`config.mk`:
```
export PLATFORM = sky130hd
export DESIGN_NAME = tdm_demux1to4_flat
export DESIGN_NICKNAME = d
export VERILOG_FILES = /design/src/rtl/tdm_demux1to4_if.sv /design/src/rtl/tdm_demux1to4.sv /design/src/flat_wrapper.sv
export SDC_FILE = /design/constraint.sdc
export NUM_CORES = 1
export LEC_CHECK = 0
export BUFFER_PORTS_ARGS = -buffer_cell sky130_fd_sc_hd__clkbuf_2
export CAP_MARGIN = 20
export CORE_MARGIN = 2
export CORE_UTILIZATION = 25
export DETAILED_ROUTE_END_ITERATION = 10
export GPL_TIMING_DRIVEN = 0
export PLACE_DENSITY = 0.42
export SYNTH_ARGS = -nofsm -noshare
export SYNTH_HDL_FRONTEND = slang
export SYNTH_SLANG_ARGS = --single-unit
```
`constraint.sdc`:
```
create_clock -name clk -period 4.25 [get_ports clk]
set_input_delay 0.2125 -clock clk [delete_from_list [all_inputs] [get_ports clk]]
set_output_delay 0.2125 -clock clk [all_outputs]
set_load 0.02 [all_outputs]
```
`src/rtl/tdm_demux1to4_if.sv`:
```
// ----------------------------------------------------------------------------
// tdm_demux1to4_if
// Bundle of signals between a serial TDM link (plus its consumers) and the
// tdm_demux1to4 receiver.
//   din_valid   : a sample beat is present on din this cycle
//   sync        : frame marker, qualified by din_valid, marks the slot-0 beat
//   din         : serial sample, W bits
//   out         : last complete frame, out[k*W +: W] = channel k
//   frame_valid : one-cycle pulse, out updated at this edge
//   slot        : slot index the next accepted beat will fill
//   locked      : receiver is frame-locked
//   sync_err    : one-cycle pulse on a framing violation
// Modports: master = link/consumer side, slave = receiver.
// ----------------------------------------------------------------------------
interface tdm_demux1to4_if #(
    parameter int W = 1
);
    logic           din_valid;
    logic           sync;
    logic [W-1:0]   din;
    logic [4*W-1:0] out;
    logic           frame_valid;
    logic [1:0]     slot;
    logic           locked;
    logic           sync_err;

    modport master (
        output din_valid, sync, din,
        input  out, frame_valid, slot, locked, sync_err
    );

    modport slave (
        input  din_valid, sync, din,
        output out, frame_valid, slot, locked, sync_err
    );
endinterface

```
`src/rtl/tdm_demux1to4.sv`:
```
// ----------------------------------------------------------------------------
// tdm_demux1to4
// Receive end of a 4-slot serial TDM link. Hunts for the frame marker, then
// deposits each W-bit beat into channel register k (k = slot index) and
// publishes the full 4-channel word with a one-cycle frame strobe once the
// slot-3 beat arrives. Partial frames never reach the output.
// Ports:
//   clk   : rising-edge clock
//   rst_n : asynchronous active-low reset
//   bus   : tdm_demux1to4_if.slave (serial input, parallel output, status)
// ----------------------------------------------------------------------------
module tdm_demux1to4 #(
    parameter int W = 1
) (
    input  logic                clk,
    input  logic                rst_n,
    tdm_demux1to4_if.slave      bus
);

    typedef enum logic {
        S_HUNT   = 1'b0,
        S_LOCKED = 1'b1
    } state_t;

    state_t             r_state,  w_state_nxt;
    logic [1:0]         r_slot,   w_slot_nxt;
    // Slots 0..2 are held here until slot 3 arrives; slot 3 goes straight
    // from din into the output word.
    logic [2:0][W-1:0]  r_shadow, w_shadow_nxt;
    logic [4*W-1:0]     r_out,    w_out_nxt;
    logic               r_fv,     w_fv_nxt;
    logic               r_err,    w_err_nxt;

    // ------------------------------------------------------------------------
    // State / datapath registers
    // ------------------------------------------------------------------------
    always_ff @(posedge clk or negedge rst_n) begin
        if (!rst_n) begin
            r_state  <= S_HUNT;
            r_slot   <= '0;
            r_shadow <= '0;
            r_out    <= '0;
            r_fv     <= 1'b0;
            r_err    <= 1'b0;
        end else begin
            r_state  <= w_state_nxt;
            r_slot   <= w_slot_nxt;
            r_shadow <= w_shadow_nxt;
            r_out    <= w_out_nxt;
            r_fv     <= w_fv_nxt;
            r_err    <= w_err_nxt;
        end
    end

    // ------------------------------------------------------------------------
    // Next-state and datapath update
    // Idle cycles hold everything except the two pulse outputs.
    // ------------------------------------------------------------------------
    always_comb begin
        w_state_nxt  = r_state;
        w_slot_nxt   = r_slot;
        w_shadow_nxt = r_shadow;
        w_out_nxt    = r_out;
        w_fv_nxt     = 1'b0;
        w_err_nxt    = 1'b0;

        if (bus.din_valid) begin
            unique case (r_state)
                S_HUNT: begin
                    if (bus.sync) begin
                        w_shadow_nxt[0] = bus.din;
                        w_slot_nxt      = 2'd1;
                        w_state_nxt     = S_LOCKED;
                    end
                end

                S_LOCKED: begin
                    if (r_slot == 2'd0) begin
                        if (bus.sync) begin
                            w_shadow_nxt[0] = bus.din;
                            w_slot_nxt      = 2'd1;
                        end else begin
                            // Marker missing where one was due: drop lock.
                            w_err_nxt   = 1'b1;
                            w_state_nxt = S_HUNT;
                            w_slot_nxt  = 2'd0;
                        end
                    end else if (bus.sync) begin
                        // Early marker: abandon the partial frame and treat
                        // this beat as slot 0 of a fresh one.
                        w_err_nxt       = 1'b1;
                        w_shadow_nxt[0] = bus.din;
                        w_slot_nxt      = 2'd1;
                    end else begin
                        unique case (r_slot)
                            2'd1: begin
                                w_shadow_nxt[1] = bus.din;
                                w_slot_nxt      = 2'd2;
                            end
                            2'd2: begin
                                w_shadow_nxt[2] = bus.din;
                                w_slot_nxt      = 2'd3;
                            end
                            default: begin
                                // slot 3 completes the frame
                                w_out_nxt  = {bus.din, r_shadow};
                                w_fv_nxt   = 1'b1;
                                w_slot_nxt = 2'd0;
                            end
                        endcase
                    end
                end

                default: begin
                    w_state_nxt = S_HUNT;
                    w_slot_nxt  = 2'd0;
                end
            endcase
        end
    end

    // ------------------------------------------------------------------------
    // Outputs (all straight from registers)
    // ------------------------------------------------------------------------
    assign bus.out         = r_out;
    assign bus.frame_valid = r_fv;
    assign bus.sync_err    = r_err;
    assign bus.slot        = r_slot;
    assign bus.locked      = (r_state == S_LOCKED);

endmodule

```
`src/flat_wrapper.sv`:
```
// flat-port wrapper written by rule: the top's interface ports become plain ports
module tdm_demux1to4_flat 
#(
    parameter int W = 1
)
  (clk, rst_n, bus_din_valid, bus_sync, bus_din, bus_out, bus_frame_valid, bus_slot, bus_locked, bus_sync_err);
  tdm_demux1to4_if #(.W(W)) bus_i ();
  input  logic clk;
  input  logic rst_n;
  input wire logic [$bits(bus_i.din_valid)-1:0] bus_din_valid;
  input wire logic [$bits(bus_i.sync)-1:0] bus_sync;
  input wire logic [$bits(bus_i.din)-1:0] bus_din;
  output wire logic [$bits(bus_i.out)-1:0] bus_out;
  output wire logic [$bits(bus_i.frame_valid)-1:0] bus_frame_valid;
  output wire logic [$bits(bus_i.slot)-1:0] bus_slot;
  output wire logic [$bits(bus_i.locked)-1:0] bus_locked;
  output wire logic [$bits(bus_i.sync_err)-1:0] bus_sync_err;
  assign bus_i.din_valid = bus_din_valid;
  assign bus_i.sync = bus_sync;
  assign bus_i.din = bus_din;
  assign bus_out = bus_i.out;
  assign bus_frame_valid = bus_i.frame_valid;
  assign bus_slot = bus_i.slot;
  assign bus_locked = bus_i.locked;
  assign bus_sync_err = bus_i.sync_err;
  tdm_demux1to4 #(.W(W)) u_core (.clk(clk), .rst_n(rst_n), .bus(bus_i));
endmodule
```
==> results.py <==
metrics = {
    "outcome": {
        "status": "complete, no violations",
    },
    "routing": {
        "drtIter0Drc": 1,
        "drt-total-wl_um": 1010,
        "routedWlPerCell_um": 11.0,
        "vias_per_cell": 4.38,
        "drc": 0,
        "vias": 403,
        "ant_nets": 0,
        "firstDrtPassIters": 2,
    },
    "placed_design": {
        "gp_congestion": 0.756,
        "post-place-ws_ps": 2590,
        "place_area_um2": 703,
        "hpwlAfterDp_um": 785,
        "io_buffers": 12,
    },
    "synthesis": {
        "synth.avg_cell_area_um2": 12.7,
        "syn-num-nets": 58,
        "synth_edf_count": 0,
        "ys.warnings.count": 0,
        "ys.flop_type": "dfrtp_1",
        "ys_async_sr_fraction": 1.00,
        "syn-cell-area_um2": 608,
        "synth.distinct_cells": 16,
        "yosys.cell_count.top_type": "dfrtp_1",
        "ys_seq_area_frac": 0.494,
        "synth_top_area_cell": "dfrtp_1",
        "synth.top_cells.by_count": "12 x dfrtp_1, 7 x mux2_2, 6 x inv_1",
        "synth_area_leaders": "dfrtp_1 49%, mux2_2 13%, ha_1 10%, buf_6 3.7%, inv_1 3.7%",
        "synthCells": 48,
        "ys_ff_latch": 12,
        "synth_top_area_frac": 0.494,
    },
    "power_and_ir_drop": {
        "power.total_mw": 0.492,
        "peakVddDrop_v": 0.000203,
        "power.density_nw_per_um2": 669,
        "leakage_nw": 0.370,
    },
    "timing": {
        "finalHoldViolations": 0,
        "rsz0062_at_grt": "false",
        "finalWorstSetupSlack_ps": 2560,
        "slew_violations": 0,
        "finalSetupTns_ps": 0,
        "skew_ps": 6.26,
        "fmax_ghz": 0.592,
        "fin_crit_ps": 1690,
        "finalCritPeriodShare": 0.397,
        "setup_violations": 0,
        "slew_headroom": 0.804,
        "worst_pin_slew_ps": 294,
        "hold_slack_ps": 182,
    },
    "die": {
        "initial_utilization": 0.270,
        "die_area_um2": 2840,
        "ios": 14,
        "fp-row-count": 17,
        "die_y_um": 53.3,
        "dieWidth_um": 53.3,
        "core_um2": 2250,
    },
    "global_route": {
        "grt_pass1_wl_um": 1700,
        "global_route.usage.met3": 0.0339,
        "met2_usage": 0.111,
        "grt_start_max_net_pins": 13,
        "grt_pass1_vias": 360,
        "grt_overflow": 0,
        "grt-busiest-layer": "met1",
        "use_met1": 0.120,
        "grtUsageTotal": 0.0925,
        "antenna_found_initial": 0,
    },
    "setup_path": {
        "worstSetupPathType": "reg2reg",
        "cp-end-kind": "flip-flop",
        "critPathRequiredTime_ps": 4400,
        "cp-endpoint": "u_core.bus.out[2]$_DFFE_PN0P_",
        "cp_max_fo": 5,
        "r2r_setup_slack_ps": 2560,
        "rr_startpoint": "u_core.bus.slot[1]$_DFFE_PN0P_",
        "regToRegEndpoint": "u_core.bus.out[2]$_DFFE_PN0P_",
        "reg2regPathDepth": 6,
        "crit_start": "u_core.bus.slot[1]$_DFFE_PN0P_",
        "critPathArrivalTime_ps": 1840,
        "start_kind": "flip-flop",
    },
    "finish": {
        "layout.nets": 76,
        "syn2layout_area_growth_pct": 21.0,
        "design_area_um2": 736,
        "diodes": 0,
        "drive_gt1_frac": 0.438,
    },
    "clock_network": {
        "cts_htree_levels": 1,
        "cts_tree": "done",
        "cts_buffers": 3,
        "cts.sinks": 12,
        "cts_root_buf": "clkbuf_4",
        "clkTransAtPathRegs_ps": 70,
        "clk_path_buf_depth": 2,
        "insertion_delay_ps": 270,
    },
    "hold_path": {
        "hold_start": "bus_din_valid",
        "hold_depth": 2,
        "hold_class": "in2reg",
    },
    "job": {
        "cap_violations": 0,
    },
}
-- power by group --
part | internal, mW | leakage [nW] | switching, mW
Clock | 0.0327 | 0.0138 | 0.0351
Sequential | 0.158 | 0.152 | 0.0288
Combinational | 0.0986 | 0.204 | 0.139
Total | 0.289 | 0.370 | 0.203
-- cells in the final DEF (no fill, tap or decap), drive strengths merged --
master / instances
dfrtp: 12
a21oi: 1
o31ai: 2
mux2: 7
nand2: 5
nand4: 3
ha: 5
clkbuf: 15
inv: 6
nor4: 1
buf: 2
o22ai: 1
o32a: 1
and3: 1
o21ai: 1
dlygate4sd3: 1
-- state kept, by name (all words and copies together) (netlist names) --
signal and count:
u_core.bus.sync_err 1, u_core.bus.frame_valid 1, u_core.bus.out 4, u_core.bus.slot 2, u_core.bus.locked 1, u_core.r_shadow 3
-- per-stage QoR --
step | instances | utilization
finish | 92 | 0.326
detailed placement | 88 | 0.312
floorplan | 48 | -
global route | 92 | 0.326
CTS | 92 | 0.326
global placement | 88 | 0.312
-- cell type report --
type	count	area, um2
Buffer	2	22.5
Clock buffer	3	22.5
Tap cell	28	35.0
Sequential cell	12	300
Fill cell	253	1520
Timing Repair Buffer	13	70.1
Multi-Input combinational cell	28	263
Inverter	6	22.5
-- worst min path at each step --
stage                                       end  slack, ps
6_report         u_core.bus.slot[1]$_DFFE_PN0P_        180
5_1_grt          u_core.bus.slot[1]$_DFFE_PN0P_        170
4_1_cts          u_core.bus.slot[1]$_DFFE_PN0P_        180
3_5_place_dp     u_core.bus.slot[0]$_DFFE_PN0P_        120
3_3_place_gp     u_core.bus.slot[0]$_DFFE_PN0P_        120
2_1_floorplan  u_core.bus.frame_valid$_DFF_PN0_        -80
-- per-layer routing --
layer	part of all wire	routed length [um]	vias to the layer above
met5	0	0	-
met4	0.036	36	0
met3	0.053	53	4
met2	0.44	445	11
met1	0.47	474	185
li1	-	-	203
-- worst max-delay path, cell delays in order, from the launching register on --
cell,delay [ps]
dfrtp_1,440
inv_1,170
ha_1,210
inv_1,50
ha_1,230
nand4_4,140
mux2_2,340
-- cells by family after synthesis --
kind of cell             Yosys count  synth area share
AO/OA/AOI/OAI                      6            0.0782
buffers and inverters              8            0.0741
adder cells (fa/ha/maj)            5             0.103
flip-flops                        12             0.494
multiplexers                       7             0.130
AND/OR/NAND/NOR                   10             0.121
-- repair_timing --
action                                 4_1_cts  5_1_grt
setup buffers                                0        0
gates resized for setup                      0        0
hold buffers                                 1        0
endpoints found under the hold margin       12        0
Note: power is estimated with default switching activity, not from simulation.
